<file path="config.mk">
export PLATFORM = sky130hd
export DESIGN_NAME = nor_quad_pattern_seq
export DESIGN_NICKNAME = d
export VERILOG_FILES = /design/src/rtl/nor_seq_pkg.sv /design/src/rtl/nor_quad_pattern_seq_timer.sv /design/src/rtl/nor_quad_pattern_seq.sv
export SDC_FILE = /design/constraint.sdc
export NUM_CORES = 1
export LEC_CHECK = 0
export BUFFER_PORTS_ARGS = -buffer_cell sky130_fd_sc_hd__buf_2
export CAP_MARGIN = 30
export CORE_MARGIN = 2
export CORE_UTILIZATION = 54
export DETAILED_ROUTE_END_ITERATION = 12
export PLACE_DENSITY_LB_ADDON = 0.3
export SYNTH_ARGS = -nofsm -noshare
export SYNTH_HDL_FRONTEND = slang
export SYNTH_SLANG_ARGS = --single-unit
</file>
<file path="constraint.sdc">
create_clock -name clk -period 2.5 [get_ports clk]
set_input_delay 0.25 -clock clk [delete_from_list [all_inputs] [get_ports clk]]
set_output_delay 0.25 -clock clk [all_outputs]
set_load 0.02 [all_outputs]
</file>
<file path="src/rtl/nor_seq_pkg.sv">
// rtl/nor_seq_pkg.sv - shared state encoding and vector helpers for the NOR gate sequencer
package nor_seq_pkg;

  localparam int MAX_W = 32;

  typedef enum logic [1:0] {IDLE, APPLY, CHECK, FINISH} state_t;

  typedef struct packed {
    logic [MAX_W-1:0] a;
    logic [MAX_W-1:0] b;
    logic [MAX_W-1:0] c;
  } vec_t;

  function automatic logic [MAX_W-1:0] nor_exp(input logic [MAX_W-1:0] a,
                                               input logic [MAX_W-1:0] b);
    return ~(a | b);
  endfunction

  // Phase 0 holds a high, phase 1 holds it low; b carries a single walking zero.
  function automatic vec_t walk_vec(input int unsigned k, input int unsigned width);
    vec_t             v;
    logic [MAX_W-1:0] mask;
    int unsigned      i;
    mask = (width >= MAX_W) ? '1 : ((MAX_W'(1) << width) - MAX_W'(1));
    i    = (k >= width) ? (k - width) : k;
    v.c  = MAX_W'(1) << i;
    v.a  = (k < width) ? mask : '0;
    v.b  = ~v.c & mask;
    return v;
  endfunction

endpackage

</file>
<file path="src/rtl/nor_quad_pattern_seq_timer.sv">
// rtl/nor_quad_pattern_seq_timer.sv - per-vector hold timer, counts 0..HOLD-1 and flags the last count
module seq_hold_timer #(
  parameter  int HOLD = 10,
  localparam int TW   = (HOLD > 1) ? $clog2(HOLD) : 1
) (
  input  logic          clk,
  input  logic          rst,
  input  logic          i_load,
  input  logic          i_en,
  output logic [TW-1:0] o_count,
  output logic          o_last
);

  logic [TW-1:0] r_count;

  always_ff @(posedge clk or posedge rst) begin
    if (rst) begin
      r_count <= '0;
    end else if (i_load) begin
      r_count <= '0;
    end else if (i_en && (r_count != TW'(HOLD - 1))) begin
      r_count <= r_count + TW'(1);
    end
  end

  assign o_count = r_count;
  assign o_last  = (r_count == TW'(HOLD - 1));

endmodule

</file>
<file path="src/rtl/nor_quad_pattern_seq.sv">
// rtl/nor_quad_pattern_seq.sv - truth-table sweep driver and checker for a quad 2-input NOR gate
module nor_quad_pattern_seq
  import nor_seq_pkg::*;
#(
  parameter  int WIDTH = 4,
  parameter  int HOLD  = 10,
  localparam int EW    = $clog2(2 * WIDTH + 1)
) (
  input  logic             clk,
  input  logic             rst,
  input  logic             start,
  input  logic [WIDTH-1:0] y_in,
  output logic [WIDTH-1:0] a,
  output logic [WIDTH-1:0] b,
  output logic             busy,
  output logic             done,
  output logic [EW-1:0]    err_cnt,
  output logic             fail
);

  localparam int NV = 2 * WIDTH;
  localparam int KW = $clog2(NV);
  localparam int TW = $clog2(HOLD);

  state_t           r_state;
  state_t           w_next;
  logic [KW-1:0]    r_k;
  logic [KW-1:0]    w_k_load;
  logic [WIDTH-1:0] r_a;
  logic [WIDTH-1:0] r_b;
  logic [WIDTH-1:0] w_exp;
  logic [EW-1:0]    r_err;
  logic [TW-1:0]    w_t;
  logic             w_t_last;
  logic             w_load;
  logic             w_check;
  logic             w_last_k;
  logic             w_mismatch;
  vec_t             w_vec;
  logic             w_unused;

  seq_hold_timer #(.HOLD(HOLD)) u_timer (
    .clk     (clk),
    .rst     (rst),
    .i_load  (w_load),
    .i_en    (r_state == APPLY),
    .o_count (w_t),
    .o_last  (w_t_last)
  );

  // Next vector is vector 0 when launching from IDLE, otherwise k+1.
  assign w_last_k   = (r_k == KW'(NV - 1));
  assign w_k_load   = (r_state == IDLE) ? '0 : (r_k + KW'(1));
  assign w_vec      = walk_vec(32'(w_k_load), WIDTH);
  assign w_unused   = ^w_vec;
  assign w_exp      = WIDTH'(nor_exp(MAX_W'(r_a), MAX_W'(r_b)));
  assign w_mismatch = (y_in != w_exp);
  assign w_check    = (r_state == CHECK) && w_t_last;
  assign w_load     = ((r_state == IDLE) && start) || (r_state == CHECK);

  always_comb begin
    w_next = r_state;
    case (r_state)
      IDLE:    if (start) w_next = APPLY;
      APPLY:   if (w_t == TW'(HOLD - 2)) w_next = CHECK;
      CHECK:   w_next = w_last_k ? FINISH : APPLY;
      FINISH:  w_next = IDLE;
      default: w_next = IDLE;
    endcase
  end

  always_ff @(posedge clk or posedge rst) begin
    if (rst) begin
      r_state <= IDLE;
      r_k     <= '0;
      r_a     <= '0;
      r_b     <= '0;
      r_err   <= '0;
    end else begin
      r_state <= w_next;
      case (r_state)
        IDLE: begin
          if (start) begin
            r_k   <= w_k_load;
            r_a   <= w_vec.a[WIDTH-1:0];
            r_b   <= w_vec.b[WIDTH-1:0];
            r_err <= '0;
          end
        end
        CHECK: begin
          if (w_check && w_mismatch && (r_err != '1)) r_err <= r_err + EW'(1);
          // a and b always change on the same edge so the gate never sees a mixed vector.
          if (w_last_k) begin
            r_a <= '0;
            r_b <= '0;
          end else begin
            r_k <= w_k_load;
            r_a <= w_vec.a[WIDTH-1:0];
            r_b <= w_vec.b[WIDTH-1:0];
          end
        end
        default: ;
      endcase
    end
  end

  assign a       = r_a;
  assign b       = r_b;
  assign busy    = (r_state == APPLY) || (r_state == CHECK);
  assign done    = (r_state == FINISH);
  assign err_cnt = r_err;
  assign fail    = (r_err != '0);

endmodule

</file>
Word-level counts from Yosys, hierarchy flattened --
Cells that the tools add are included.
Word-level totals: output and inout bits 15, input bits 7, word-level logic and storage cells 65, register bits 21
Operators by class: reduce and logical (&&, ||, !) cells 15, bitwise logic cells 3, $lt $le $gt $ge 2, add/subtract/negate cells 4, shift-type cells 1, muxes and demuxes 21, equal/unequal tests 13
Operators with widths (count):
- two-way mux 4 bit | 9
- two-way mux 32 bit | 1
- << shifter 1 x 32 -> 4 bit, first input constant | 1
- case mux 4 bit (2 select lines) | 3
- two-way mux 3 bit | 3
- adder 4 x 1 -> 4 bit, second input constant | 2
- == test 4 bit, second input constant | 2
- inequality test 4 bit, second input constant | 2
- inverter 4 bit | 2
- case mux 2 bit (4 select lines) | 1
- two-way mux 2 bit | 3
- inequality test 2 bit, second input constant | 3
- case mux 3 bit (2 select lines) | 1
- AND reduction 3 bit | 2
- logical AND 1 bit | 5
- == test 2 bit, second input constant | 2
- inequality test 4 bit | 1
- bitwise OR 4 bit | 1
- AND reduction 2 bit | 2
- nonzero test 2 bit | 2
- nonzero test 4 bit | 1
- subtractor 3 x 3 -> 4 bit, second input constant | 1
- adder 3 x 1 -> 3 bit, second input constant | 1
- == test 3 bit, second input constant | 1
- 6 further kinds | 7

Longest topological paths before layout --
depth after elaboration 8, gate-level depth with buffers 8, mapped depth without buffers 7

Hierarchy --
A second synthesis with hierarchy kept.
Unflattened totals: cells, all modules 125, area total of the unflattened synthesis 1207.4 um^2
By module, submodules not included:
- nor_quad_pattern_seq | cells each 101, seq. area each 350.3 um^2, area an instance 967.2 um^2, times used 1
- seq_hold_timer | cells each 24, seq. area each 100.1 um^2, area an instance 240.2 um^2, times used 1

Least setup slack after synthesis --
Ideal clock, no wire load.
path kind flip-flop to flip-flop, from register r_a[2], in the netlist a[2], to register r_err[0], in the netlist err_cnt[0], required time 2375 ps, clock period less this slack 1896 ps, stages on the path, launching flop included 6, buffers on the path 0, data arrival time 1771 ps, path slack 604 ps, setup time 125 ps, cells stage by stage dfrtp_1 or3b_1 a221oi_2 o22ai_2 and3_4 mux2_4
On the way: cells in the longest elaborated chain, start to end 7
Ends and longest elaborated chain:
- from (decl) | RTL line nor_quad_pattern_seq.sv:29 | logic [WIDTH-1:0] r_a;
- from (signal assigned) | RTL line nor_quad_pattern_seq.sv:85 | r_a <= w_vec.a[WIDTH-1:0];
- from (signal assigned) | RTL line nor_quad_pattern_seq.sv:98 | r_a <= w_vec.a[WIDTH-1:0];
- bitwise OR 4 bit | RTL line nor_seq_pkg.sv:16 | return ~(a | b);
- inverter 4 bit | RTL line nor_seq_pkg.sv:16
- inequality test 4 bit | RTL line nor_quad_pattern_seq.sv:57 | assign w_mismatch = (y_in != w_exp);
- logical AND 1 bit (2 in series) | RTL line nor_quad_pattern_seq.sv:91 | if (w_check && w_mismatch && (r_err != '1)) r_err <= r_err + EW'(1);
- inequality test 2 x 1 -> 1 bit (no line)
- AND reduction 3 bit (no line)
- to (signal assigned) | RTL line nor_quad_pattern_seq.sv:91
- to (decl) | RTL line nor_quad_pattern_seq.sv:32 | logic [EW-1:0] r_err;
Every way passes these cells. A chain may end at the register's enable or synchronous reset.

Worst setup path after layout --
from register r_state[0], to register r_k[2]
On the way: cells in the longest elaborated chain, start to end 4, elaborated cells between the ends (all ways) 10, classes of those cells 3 x eq/ne; 4 x mux; 3 x reduce/logical
Ends and longest elaborated chain:
- from (decl) | RTL line nor_quad_pattern_seq.sv:25 | state_t r_state;
- from (signal assigned) | RTL line nor_quad_pattern_seq.sv:80 | r_state <= w_next;
- logical NOT 2 bit | RTL line nor_quad_pattern_seq.sv:53, nor_quad_pattern_seq.sv:81
- two-way mux 3 bit | RTL line nor_quad_pattern_seq.sv:53 | assign w_k_load = (r_state == IDLE) ? '0 : (r_k + KW'(1));
- two-way mux 3 bit (on tied branches) | RTL line nor_quad_pattern_seq.sv:93, nor_quad_pattern_seq.sv:83
- case mux 3 bit (2 select lines) | RTL line nor_quad_pattern_seq.sv:81 | case (r_state)
- to (signal assigned) | RTL line nor_quad_pattern_seq.sv:84 | r_k <= w_k_load;
- to (signal assigned) | RTL line nor_quad_pattern_seq.sv:97 | r_k <= w_k_load;
- to (decl) | RTL line nor_quad_pattern_seq.sv:27 | logic [KW-1:0] r_k;
Several ways; a longest one is shown, not always the timed one. The select of a mux whose other input is x is not followed.

==> qor.yml <==
worst_setup_path:
  crit_chain: "inv_1, ha_1, nor2_1, nor2_1, nand2_1, mux2_2"
  required_ns: 2.69
  cp_common_cell: "nor2_1"
  worstSetupPathType: "reg2reg"
  startpoint_type: "flip-flop"
  slowest_stage: "dfrtp_1"
  max_stage_delay_ns: 0.44
  endpoint_kind: "flip-flop"
  crit_fanout: 10
  cp.arrival_ns: 2.25
sta:
  setup_viol: 0
  relSlewSlack_pct: 55.5
  grt_setup_unrepaired: "false"
  clock_skew_ns: 0.00169
  hold_viol: 0
  fmax_mhz: 484
  fin_setup_tns_ns: 0
  period_needed_ns: 2.07
  slew_violations: 0
  worstMarginPinSlew_ns: 0.667
  post-route-period-util_pct: 82.7
logic_synthesis:
  synth_top_area_share_pct: 38.0
  synth_seq_cells: 18
  syn_nets: 144
  yosys-top-cells-count: "dfrtp_1 (18), nor2_1 (12), ha_1 (11), inv_1 (11), nand2_1 (10)"
  synth-edff-count: 0
  syn_area_um2: 1190
  ys_top_cells_by_area: "dfrtp_1 (38%), ha_1 (12%), nor2_1 (3.8%), inv_1 (3.5%), nand2_1 (3.2%)"
  ys_seq_area_share_pct: 38.0
  synth.distinct_cells: 37
  synth_cells: 126
  syn_avg_cell_area_um2: 9.41
  synthArstFlopShare_pct: 100
  synth_area_leader_cell: "dfrtp_1"
  synth_warnings: 0
  ys.flop_type: "dfrtp_1"
  yosysMostFrequentCell: "dfrtp_1"
cells_and_area:
  antenna_cells: 0
  fin_util_pct: 65.8
  n_fill_cell: 172
  drive_gt1_share_pct: 25.3
  fin_nets: 165
  area_growth_pct: 12.1
flow_run:
  maxCapViolCount: 0
die:
  die_w_um: 50.9
  die_h_um: 50.9
  ios: 22
  die_area_um2: 2590
  initial_core_util_pct: 58.7
  num_rows: 16
  core_um2: 2020
route:
  wl_per_cell_um: 13.3
  vias: 963
  drtPass1Iterations: 5
  drt_iter0_drc: 20
  drc_errors: 0
  drt_wl_total_um: 2300
  vias_per_cell: 5.57
  ant_nets: 0
cts:
  numCtsBuffers: 3
  cts_resized: 0
  clock_sinks: 18
  cts-root-buf: "clkbuf_4"
  cts_setup_buffers: 0
  cts_tree: "built"
  insertion_delay_ns: 0.29
  htree_num_levels: 1
  clk_pin_slew_worst_paths_ns: 0.10
  cts.path.max_buffers: 2
  ctsHoldBuffers: 0
global_routing:
  grt_antenna_before_repair: 0
  overflow: 0
  grt_pass1_wl_um: 3950
  grt_max_degree: 19
  grt_pass1_vias: 908
  track_usage_pct: 20.4
status:
  status: "finished, final reports clean"
placement:
  gp_congestion: 0.864
  hpwl_um: 1810
  port_buffers: 21
power:
  p_switching_uw: 129
  seqPwrFrac_pct: 55.5
  vdd_drop_max_mv: 0.244
  clkPwrFrac_pct: 33.1
  p_per_area_nw_per_um2: 408
  p_leak_uw: 0.000655
  swShare_pct: 23.7
  p_int_uw: 414
  comb_power_share_pct: 11.4
min_path:
  worstHoldPathType: "in2async"
-- area by class of cell --
type / count / area [um2] / share of cell area (%)
inverter: 11 / 41.3 / 3.10
multi-input combinational: 92 / 663 / 49.9
timing repair buffer: 21 / 105 / 7.90
sequential: 18 / 450 / 33.9
clock buffer: 4 / 36.3 / 2.73
tap: 27 / 33.8 / 2.54
-- registers in the layout, summed over array words and instances (netlist names) --
signal           count
err_cnt              4
u_timer.o_count      4
r_state              2
b                    4
r_k                  3
a                    1
-- cell families after synthesis --
family	Yosys count	share of synthesized area, %
adders and majority gates	11	11.6
and+or+nand+nor	47	21.6
xor gates and xnor gates	5	3.69
buffers and inverters	16	6.12
DFF	18	38.0
AOI/OAI and AO/OA	27	16.8
muxes	2	2.21
-- worst max-delay path: cells and delay by family, from the launching register on --
kind                     cells  cell delay (ns)
adder cells (fa/ha/maj)      1             0.34
buffers and inverters        1             0.10
flip-flops                   1             0.44
multiplexers                 1             0.34
AND/OR/NAND/NOR              3             0.75
-- path summary, 6_finish.rpt --
check | cells after the start | slack [ns] | end | startpoint
max | 6 | 0.43 | r_k[2] | r_state[0]
min | 2 | 0.03 | u_timer.o_count[2] | rst
max reg2reg | 6 | 0.43 | r_k[2] | r_state[0]
min reg2reg | 2 | 0.52 | r_k[1] | r_k[1]
max in group asynchronous | 2 | 2.04 | a[2] | rst
min in group clk | 4 | 0.38 | u_timer.o_count[1] | start
-- layer usage --
layer | vias up | GRT usage [%] | part of all wire [%]
met5 | - | 0 | 0
met4 | 0 | 6.76 | 0.83
met3 | 4 | 2.63 | 3.0
met2 | 21 | 36.2 | 49
met1 | 462 | 25.6 | 47
li1 | 476 | - | -
-- through the flow --
step | std cells | power, uW | instance area (um2) | worst slack (ns) | hold slack [ns]
detailed placement | 169 | 368 | 1290 | 0.481 | 0.381
finish | 173 | 543 | 1330 | 0.433 | 0.0314
floorplan | 126 | 348 | 1190 | 0.604 | 0.189
CTS | 173 | 547 | 1330 | 0.459 | 0.0536
global placement | 169 | 365 | 1290 | 0.614 | 0.371
global route | 173 | 572 | 1330 | 0.275 | 0.0930
-- power groups by stage --
stage / sequential (uW) / clock [uW] / combinational [uW]
CTS: 301 / 184 / 62.0
floorplan: 312 / 0 / 36.0
global route: 302 / 201 / 68.4
detailed placement: 307 / 0 / 61.3
finish: 301 / 179 / 61.8
global placement: 307 / 0 / 58.4
-- layout by cell type, fill, tap and decap left out, drive strengths merged, types with 3 or more instances in the layout --
cell / n
nand3: 4
inv: 11
xnor2: 3
clkbuf: 4
or3b: 5
nand2: 10
o22ai: 3
dfrtp: 18
a21oi: 5
ha: 11
o21ai: 6
nor2: 12
and3: 4
buf: 21
No activity file was read; power rests on OpenSTA's default activity.
